==> config.mk <==
export PLATFORM = sky130hd
export DESIGN_NAME = opcode_issuer
export DESIGN_NICKNAME = d
export VERILOG_FILES = /design/src/rtl/opcode_issuer.sv
export SDC_FILE = /design/constraint.sdc
export NUM_CORES = 1
export LEC_CHECK = 0
export CORE_ASPECT_RATIO = 1.2
export CORE_MARGIN = 2
export CORE_UTILIZATION = 50
export DETAILED_ROUTE_END_ITERATION = 10
export PLACE_DENSITY = 0.85
export RECOVER_POWER = 50
export SLEW_MARGIN = 20
export SYNTH_ARGS = -nofsm -noshare
export SYNTH_HDL_FRONTEND = slang
export SYNTH_SLANG_ARGS = --single-unit
==> constraint.sdc <==
create_clock -name Clk -period 2.8 [get_ports Clk]
set_input_delay 0.56 -clock Clk [delete_from_list [all_inputs] [get_ports Clk]]
set_output_delay 0.56 -clock Clk [all_outputs]
set_load 0.005 [all_outputs]
==> src/rtl/opcode_issuer.sv <==
// Opcode front-end: hands opcodes to the compiler with a Start pulse, then
// queues the instruction words it strobes back and serves them to the CPU fetch stage.
module opcode_issuer #(
   parameter int DEPTH   = 4,
   parameter int TIMEOUT = 16
) (
   input  logic        Clk,
   input  logic        Rst,
   input  logic [7:0]  OpIn,
   input  logic        OpValid,
   output logic        OpAccept,
   output logic [7:0]  Opcode,
   output logic        Start,
   input  logic        Ready,
   input  logic        GiveIns,
   input  logic [31:0] CPUIns,
   output logic [31:0] InsOut,
   output logic        InsValid,
   input  logic        InsTake,
   output logic        Busy,
   output logic        Timeout,
   output logic        Overflow
);

   localparam int PW = $clog2(DEPTH);
   localparam int CW = $clog2(DEPTH + 1);
   localparam int TW = $clog2(TIMEOUT + 1);

   typedef enum logic [1:0] {IDLE, START, WAIT} state_t;

   state_t        state, state_next;
   logic [31:0]   mem [DEPTH];
   logic [PW-1:0] wr_ptr, rd_ptr;
   logic [CW-1:0] count;
   logic [CW-1:0] free_slots;
   logic [TW-1:0] timer;
   logic          saw_low;
   logic          full, capture, push, pop;
   logic          wait_done, wait_expired;

   assign InsValid     = (count != '0);
   assign Busy         = (state != IDLE);
   assign full         = (count == CW'(DEPTH));
   assign free_slots   = CW'(DEPTH) - count;
   assign pop          = InsValid & InsTake;
   assign capture      = GiveIns & ((state == START) || (state == WAIT));
   assign push         = capture & (~full | pop);
   assign wait_done    = Ready & saw_low;
   assign wait_expired = (timer == TW'(TIMEOUT - 1));

   // Gated by Rst so nothing is accepted while the FIFO is held in reset.
   assign OpAccept = ~Rst & (state == IDLE) & OpValid & Ready & (free_slots >= CW'(3));

   // NOTE: next-state is defaulted to the current state first, so no path through the case infers a latch.
   always_comb begin
      state_next = state;
      case (state)
         IDLE:    if (OpAccept) state_next = START;
         START:   state_next = WAIT;
         WAIT:    if (wait_done || wait_expired) state_next = IDLE;
         default: state_next = IDLE;
      endcase
   end

   always_ff @(posedge Clk or posedge Rst) begin
      if (Rst) begin
         state   <= IDLE;
         Opcode  <= '0;
         Start   <= 1'b0;
         timer   <= '0;
         saw_low <= 1'b0;
         Timeout <= 1'b0;
      end else begin
         state <= state_next;
         Start <= (state_next == START);
         if (OpAccept) Opcode <= OpIn;
         if (state == START) begin
            timer   <= '0;
            saw_low <= 1'b0;
         end else if (state == WAIT) begin
            timer <= timer + TW'(1);
            if (!Ready) saw_low <= 1'b1;
            // A regular completion in the final allowed cycle is not a timeout.
            if (!wait_done && wait_expired) Timeout <= 1'b1;
         end
      end
   end

   // DEPTH is a power of two, so the pointers wrap by plain overflow.
   always_ff @(posedge Clk or posedge Rst) begin
      if (Rst) begin
         wr_ptr   <= '0;
         rd_ptr   <= '0;
         count    <= '0;
         InsOut   <= '0;
         Overflow <= 1'b0;
      end else begin
         if (push) wr_ptr <= wr_ptr + PW'(1);
         if (pop)  rd_ptr <= rd_ptr + PW'(1);
         case ({push, pop})
            2'b10:   count <= count + CW'(1);
            2'b01:   count <= count - CW'(1);
            default: count <= count;
         endcase
         if (capture && full && !pop) Overflow <= 1'b1;
         // InsOut is a head register: it moves only on a pop or a push into an empty queue.
         if (pop) begin
            if (count > CW'(1))  InsOut <= mem[rd_ptr + PW'(1)];
            else if (push)       InsOut <= CPUIns;
         end else if (push && (count == '0)) begin
            InsOut <= CPUIns;
         end
      end
   end

   // NOTE: the storage array has no reset; occupancy and the head register define what is valid.
   always_ff @(posedge Clk) begin
      if (push) mem[wr_ptr] <= CPUIns;
   end

endmodule
==> results of run 1 <==
cell type report:
| type | count | area (um^2) | area share |
|---|---|---|---|
| Tap cell | 204 | 255 | 0.0273 |
| Multi-Input combinational cell | 216 | 2050 | 0.219 |
| Clock buffer | 20 | 447 | 0.0477 |
| Timing Repair Buffer | 110 | 1080 | 0.116 |
| Sequential cell | 186 | 5300 | 0.566 |
| Antenna cell | 1 | 2.50 | 0.000267 |
| Inverter | 15 | 56.3 | 0.00602 |
| Clock inverter | 12 | 169 | 0.0181 |
synthesized netlist by cell type, drive strengths merged (2+ instances only):
| library cell | number | area share |
|---|---|---|
| nor2 | 34 | 0.017 |
| mux2 | 9 | 0.013 |
| mux2i | 33 | 0.044 |
| buf | 21 | 0.025 |
| a31o | 2 | 0.0023 |
| dfrtp | 58 | 0.19 |
| a31oi | 2 | 0.0017 |
| and3 | 2 | 0.0017 |
| nor2b | 2 | 0.0017 |
| ha | 17 | 0.028 |
| inv | 15 | 0.0074 |
| mux4 | 32 | 0.095 |
| and2 | 5 | 0.0041 |
| a21oi | 41 | 0.027 |
| xnor2 | 4 | 0.0046 |
| edfxtp | 128 | 0.51 |
| o21ai | 7 | 0.0061 |
| nand2 | 11 | 0.0055 |
logic make-up after synthesis:
family | count (synthesis)
DFF | 186
muxes | 74
and+or+nand+nor | 61
AOI/OAI and AO/OA | 59
buffers and inverters | 36
adders and majority gates | 17
xor gates and xnor gates | 5
state kept, by name (all words and copies together) (netlist names):
register,flops
mem,128
InsOut,32
Opcode,8
timer,5
count,3
rd_ptr,2
state,2
wr_ptr,2
Overflow,1
Start,1
Timeout,1
saw_low,1
power groups by stage:
stage               sequential [mW]  combinational, mW  clock (mW)
finish                         4.06               3.27        2.51
global route                   4.14               3.56        2.65
CTS                            4.08               3.31        2.54
detailed placement             4.13               3.26           0
global placement               4.07               3.14           0
floorplan                      3.95               2.23           0
critical path, delay by kind of cell, from the launching register on:
kind,cells,cell delay (ps)
flops,1,400
buf+inv,2,670
fa+ha+maj,2,460
compound gates,1,160
layout by cell type, fill, tap and decap left out, drive strengths merged, types with 6 or more instances in the layout:
master,instances
mux4,32
dlygate4sd3,43
edfxtp,128
nand2,11
dfrtp,58
clkdlybuf4s50,48
mux2i,33
mux2,9
clkinv,6
ha,17
clkbuf,23
buf,16
a21oi,41
nor2,34
o21ai,7
inv,17
per-layer routing:
layer  up-vias  global-route usage
met2       143               0.326
li1       1884                   -
met4         0              0.0633
met3        17              0.0507
met5         -                   0
met1      2068               0.246
worst min-delay path by stage:
stage              from         to  slack (ps)
2_1_floorplan  timer[3]   timer[3]         450
3_3_place_gp   Overflow   Overflow         460
3_5_place_dp   Overflow   Overflow         460
4_1_cts             Rst  InsOut[0]         460
5_1_grt        Overflow   Overflow         500
6_report       Overflow   Overflow         470
what timing repair did:
item                                    4_1_cts  5_1_grt
endpoints found under the hold margin         0        0
pin swaps                                     0        0
endpoints found under the setup margin        1        1
setup buffers                                 1        2
resized for setup                             1        3
hold buffers                                  0        0
==> summary.md, run 1 <==
| Metric | Value |
|---|---|
| Final Worst Setup Slack | `142 ps` |
| Num rows | `49` |
| Syn. warnings | `0` |
| Power Dens Cells | `1050 nW/um^2` |
| Rel. slew slack | `0.275` |
| Slew @ Worst Pin | `1090 ps` |
| Dpl ws | `283 ps` |
| Die Wd | `116 um` |
| Hold crit path type | `reg2reg` |
| Syn_area_per_cell | `17.3 um^2` |
| Metal3 WL | `828 um` |
| First-pass GRT wire length | `23500 um` |
| Vias in the first global route | `4433` |
| Hold Fails Final Rpt | `0` |
| Cell count after placement | `728` |
| Clock power share | `0.255` |
| Netlist cell types | `37` |
| IO Port Bufs | `91` |
| Final net count | `609` |
| 1st-pass router iterations | `4` |
| Clock Path Buffers | `2` |
| Placed instance area | `8720 um^2` |
| Global route overflow | `0` |
| Clk_lat worst skew | `430 ps` |
| Post-Syn Instances | `438` |
| Hold depth | `1` |
| Top layer reached by signal wires | `met4` |
| Leak Pwr | `3.52 nW` |
| R2R depth | `6` |
| Period minus WS final | `2660 ps` |
| CTS buffer count | `17` |
| Antenna violations before repair | `1` |
| Critical Path, Cell by Cell | `inv_1, ha_2, ha_1, a31oi_2, clkdlybuf4s50_1` |
| Peak Freq | `0.376 GHz` |
| CP Class | `reg2out` |
| Post-Synth Simple-Gate Area | `0.0368` |
| VDD IR max | `0.658 mV` |
| Core Region | `14900 um^2` |
| Crit path required time | `2240 ps` |
| Seq/Total Area, Yosys | `0.699` |
| Die Ht | `139 um` |
| Period Utilization, post-route | `0.949` |
| Reg power frac | `0.413` |
| # IOs | `92` |
| Slowest cell on crit path | `clkdlybuf4s50_1` |
| Post-Route WL | `14600 um` |
| Crit path launch type | `register` |
| RSZ-0062 raised after global routing | `false` |
| R2r setup slk | `320 ps` |
| Final GP Congestion | `0.745` |
| Crit Path Max Fanout | `4` |
| Critical path endpoint | `OpAccept` |
| Status | `complete, no violations` |
| Min Hold Slack | `473 ps` |
| Setup TNS | `0 ps` |
| TritonCTS clock tree | `done` |
| Slowest cell delay on critical path | `530 ps` |
| Post-Syn Area | `7570 um^2` |
| Mux contribution to synthesized area | `0.152` |
| Max-slew violations | `0` |
| Design area | `9360 um^2` |
| Max cap viols | `0` |
| Area delta synth->final | `23.5%` |
| Fin util | `0.628` |
| Int Pwr | `6.91 mW` |
| Async SR Flop Fraction | `0.312` |
| Logic pwr share | `0.332` |
| Post-synth top flop | `edfxtp_1` |
| Crit path launch | `count[1]` |
| Die footprint | `16100 um^2` |
| Antenna-violating nets left | `0` |
| WP data arrival | `2100 ps` |
| Endpoint class of the critical path | `output pin` |
| Total Power | `9.84 mW` |
| Crit Reg-Reg Startpoint | `state[1]` |
| Met1 WL | `6040 um` |
| Total number of vias | `4112` |
| Largest net degree at the start of global routing | `42` |
| Switching Share | `0.298` |
| Net Sw Power | `2.93 mW` |
| Fraction of layout instances using a drive strength above 1 | `0.181` |
| Drt drc | `0` |
| Synth Net Count | `501` |
| Final Non-Filler Cells | `764` |
| Dpl hpwl | `9580 um` |
| Final number of setup-violating endpoints | `0` |
| Fillers | `1044` |
| Root buf cell | `clkbuf_16` |
| Clock skew | `10.5 ps` |
| H-Tree Depth | `4` |
| Initial Util | `0.508` |
| Drt wl/cell | `19.2 um` |
| Post-Synth XOR/XNOR Area | `0.00578` |
| Vias/cell | `5.38` |
| RR Endpoint | `mem[0][27]` |
| Synthesized flop and latch total | `186` |
| All-Layer GR Usage | `0.194` |
| Clk slew on worst S/H paths | `60 ps` |
| Largest family of logic cells by synthesized area | `multiplexers` |
| EDFF count, synth | `128` |
| Clk sink count | `186` |
| Synth Area in Compound Gates | `0.0449` |
| Initial DRC Count | `210` |
| Met2 Wirelength | `7600 um` |
| Post-Synth Adder-Cell Area | `0.0281` |
Power figures use the tool's default switching activity.
==> inputs of run 2 (changes only) <==
--- a/config.mk
+++ b/config.mk
@@ -6,7 +6,7 @@
 export NUM_CORES = 1
 export LEC_CHECK = 0
 export CORE_ASPECT_RATIO = 1.2
-export CORE_MARGIN = 2
+export CORE_MARGIN = 10
 export CORE_UTILIZATION = 50
 export DETAILED_ROUTE_END_ITERATION = 10
 export PLACE_DENSITY = 0.85
==> run 2 against run 1 <==
- largest power group unchanged
- flip-flop and latch count did not move
- die area rose by 27%
- worst hold slack improved by 19 ps
- critical endpoint is now InsValid
- clock power fell by 5%
- first-iteration DRC count rose by 29%
==> summary.md, run 2 (synthesized netlist as in run 1, its figures left out) <==
| Metric | Value |
|---|---|
| Fin util | `0.627 (-0.00134)` |
| Max FFs per register | `128 (unchanged)` |
| Clock skew | `9.90 ps (-0.643 ps)` |
| Total number of vias | `4127 (+0.36%)` |
| Endpoint class of the critical path | `output pin` |
| RR Endpoint | `mem[0][14]` |
| First-pass GRT wire length | `25600 um (+9.1%)` |
| 1st-pass router iterations | `4 (unchanged)` |
| Rel. slew slack | `0.287 (+0.0117)` |
| Clock Path Buffers | `2 (unchanged)` |
| Buf+Inv Stages, Crit Path | `3 (+1)` |
| Die footprint | `20500 um^2 (+27%)` |
| Critical Path, Cell by Cell | `inv_1, ha_1, ha_1, inv_1, clkdlybuf4s50_1` |
| Largest net degree at the start of global routing | `37 (-12%)` |
| Clk slew on worst S/H paths | `70 ps (about the same)` |
| Global route overflow | `0 (unchanged)` |
| IO Port Bufs | `91 (unchanged)` |
| Final GP Congestion | `0.758 (+1.6%)` |
| Antenna fix cells | `0 (-1)` |
| Clk_lat worst skew | `430 ps (about the same)` |
| Vias in the first global route | `4609 (+4.0%)` |
| Hold wc startpoint | `Overflow` |
| Die Wd | `132 um (+14%)` |
| CP Class | `reg2out` |
| Family with the most delay on the worst path | `buffers and inverters` |
| Peak Freq | `0.395 GHz (+4.9%)` |
| Fraction of layout instances using a drive strength above 1 | `0.177 (-0.00358)` |
| Commonest non-fill, non-tap cell in the layout | `edfxtp_1` |
| Cell count after placement | `730 (+0.27%)` |
| R2R depth | `8 (+2)` |
| Setup TNS | `0 ps (unchanged)` |
| Dpl hpwl | `10900 um (+14%)` |
| Period Utilization, post-route | `0.905 (-0.0446)` |
| Design area | `9340 um^2 (-0.21%)` |
| Final Worst Setup Slack | `267 ps (+125 ps)` |
| CTS Hold Bufs | `0 (unchanged)` |
| RSZ-0062 raised after global routing | `false` |
| Crit path required time | `2240 ps (about the same)` |
| Final number of setup-violating endpoints | `0 (unchanged)` |
| Max cap viols | `0 (unchanged)` |
| VDD IR max | `0.536 mV (-18%)` |
| Dpl ws | `225 ps (-57.6 ps)` |
| Hold Fails Final Rpt | `0 (unchanged)` |
| Drt wl/cell | `20.8 um (+8.5%)` |
| Top reg by flops | `mem` |
| Leak Pwr | `3.52 nW (-0.24%)` |
| Slew @ Worst Pin | `1070 ps (-18.7 ps)` |
| Antenna violations before repair | `0 (-1)` |
| Final net count | `609 (unchanged)` |
| Most frequent cells in the layout | `128 x edfxtp_1, 55 x dfrtp_1, 46 x clkdlybuf4s50_1` |
| Area occupied by registers | `5300 um^2 (unchanged)` |
| Num rows | `49 (unchanged)` |
| H-Tree Depth | `4 (unchanged)` |
| TritonCTS clock tree | `done` |
| All-Layer GR Usage | `0.160 (-0.0342)` |
| Crit Path Max Fanout | `4 (unchanged)` |
| WP data arrival | `1970 ps (-130 ps)` |
| R2r setup slk | `330 ps (about the same)` |
| CTS buffer count | `17 (unchanged)` |
| Top Registers | `mem x128, InsOut x32, Opcode x8` |
| Fillers | `1070 (+2.5%)` |
| # IOs | `92 (unchanged)` |
| Die Ht | `155 um (+12%)` |
| Multi-input gate area | `2040 um^2 (-0.43%)` |
| Crit Reg-Reg Startpoint | `count[1]` |
| Max-slew violations | `0 (unchanged)` |
| Post-Route WL | `15900 um (+8.3%)` |
| Total Power | `9.70 mW (-1.4%)` |
| Period minus WS final | `2530 ps (-125 ps)` |
| Clk sink count | `186 (unchanged)` |
| Crit path launch type | `register` |
| Final Non-Filler Cells | `763 (-0.13%)` |
| Root buf cell | `clkbuf_16` |
| Initial DRC Count | `270 (+29%)` |
| Status | `complete, no violations` |
| Min Hold Slack | `492 ps (+18.8 ps)` |
| Hold depth | `1 (unchanged)` |
| Power Dens Cells | `1040 nW/um^2 (-1.2%)` |
| Worst Hold Path EP | `Overflow` |
| Slowest cell delay on critical path | `520 ps (about the same)` |
| Slowest cell on crit path | `clkdlybuf4s50_1` |
| Core Region | `14900 um^2 (unchanged)` |
| Hold crit path type | `reg2reg` |
| Vias/cell | `5.41 (+0.50%)` |
| Initial Util | `0.508 (unchanged)` |
| Area delta synth->final | `23.3%` |
| Antenna-violating nets left | `0 (unchanged)` |
| Drt drc | `0 (unchanged)` |
| Placed instance area | `8760 um^2 (+0.46%)` |
run 2: cell types whose count changed in the layout (fill, tap and decap cells not counted), moves of 2 or more:
cell | previous run | this run
buf_12 | 3 | 5
buf_4 | 13 | 9
bufinv_16 | 4 | 2
clkdlybuf4s50_1 | 48 | 46
clkinv_2 | 3 | 1
clkinvlp_4 | 0 | 3
inv_6 | 2 | 4
inv_8 | 0 | 2
run 2: report_power, final:
group	total (mW)	leakage [nW]	internal [mW]	switching, mW
sequential	4.09	1.82	3.61	0.474
clock	2.38	0.280	1.33	1.05
combinational	3.23	1.41	1.75	1.48
total	9.70	3.52	6.69	3.00
run 2: layout make-up:
| type | instances | share of cell area |
|---|---|---|
| tap | 204 | 0.0273 |
| sequential | 186 | 0.568 |
| timing repair buffer | 110 | 0.118 |
| multi-input combinational | 216 | 0.218 |
| inverter | 15 | 0.00603 |
| clock buffer | 17 | 0.0456 |
| clock inverter | 15 | 0.0173 |
run 2: timing repair:
item                                    4_1_cts  5_1_grt
buffers inserted                              0        1
resized for setup                             1        2
pin swaps                                     0        0
endpoints found under the setup margin        1        1
run 2: worst max-delay path by stage:
| stage | from | end | slack (ps) | depth (start not counted) |
|---|---|---|---|---|
| final | count[1] | InsValid | 270 | 5 |
| after global routing | state[1] | mem[0][10] | 150 | 6 |
| after CTS | count[1] | OpAccept | 20 | 5 |
| after detailed placement | GiveIns | mem[0][19] | 230 | 5 |
| after global placement | Rst | OpAccept | 320 | 4 |
| after floorplan | state[1] | mem[2][0] | 190 | 6 |
run 2: per-layer routing:
metal / track usage / wire (um)
met1: 0.182 / 6330
met2: 0.274 / 8400
met3: 0.0548 / 977
met4: 0.0561 / 159
met5: 0 / 0
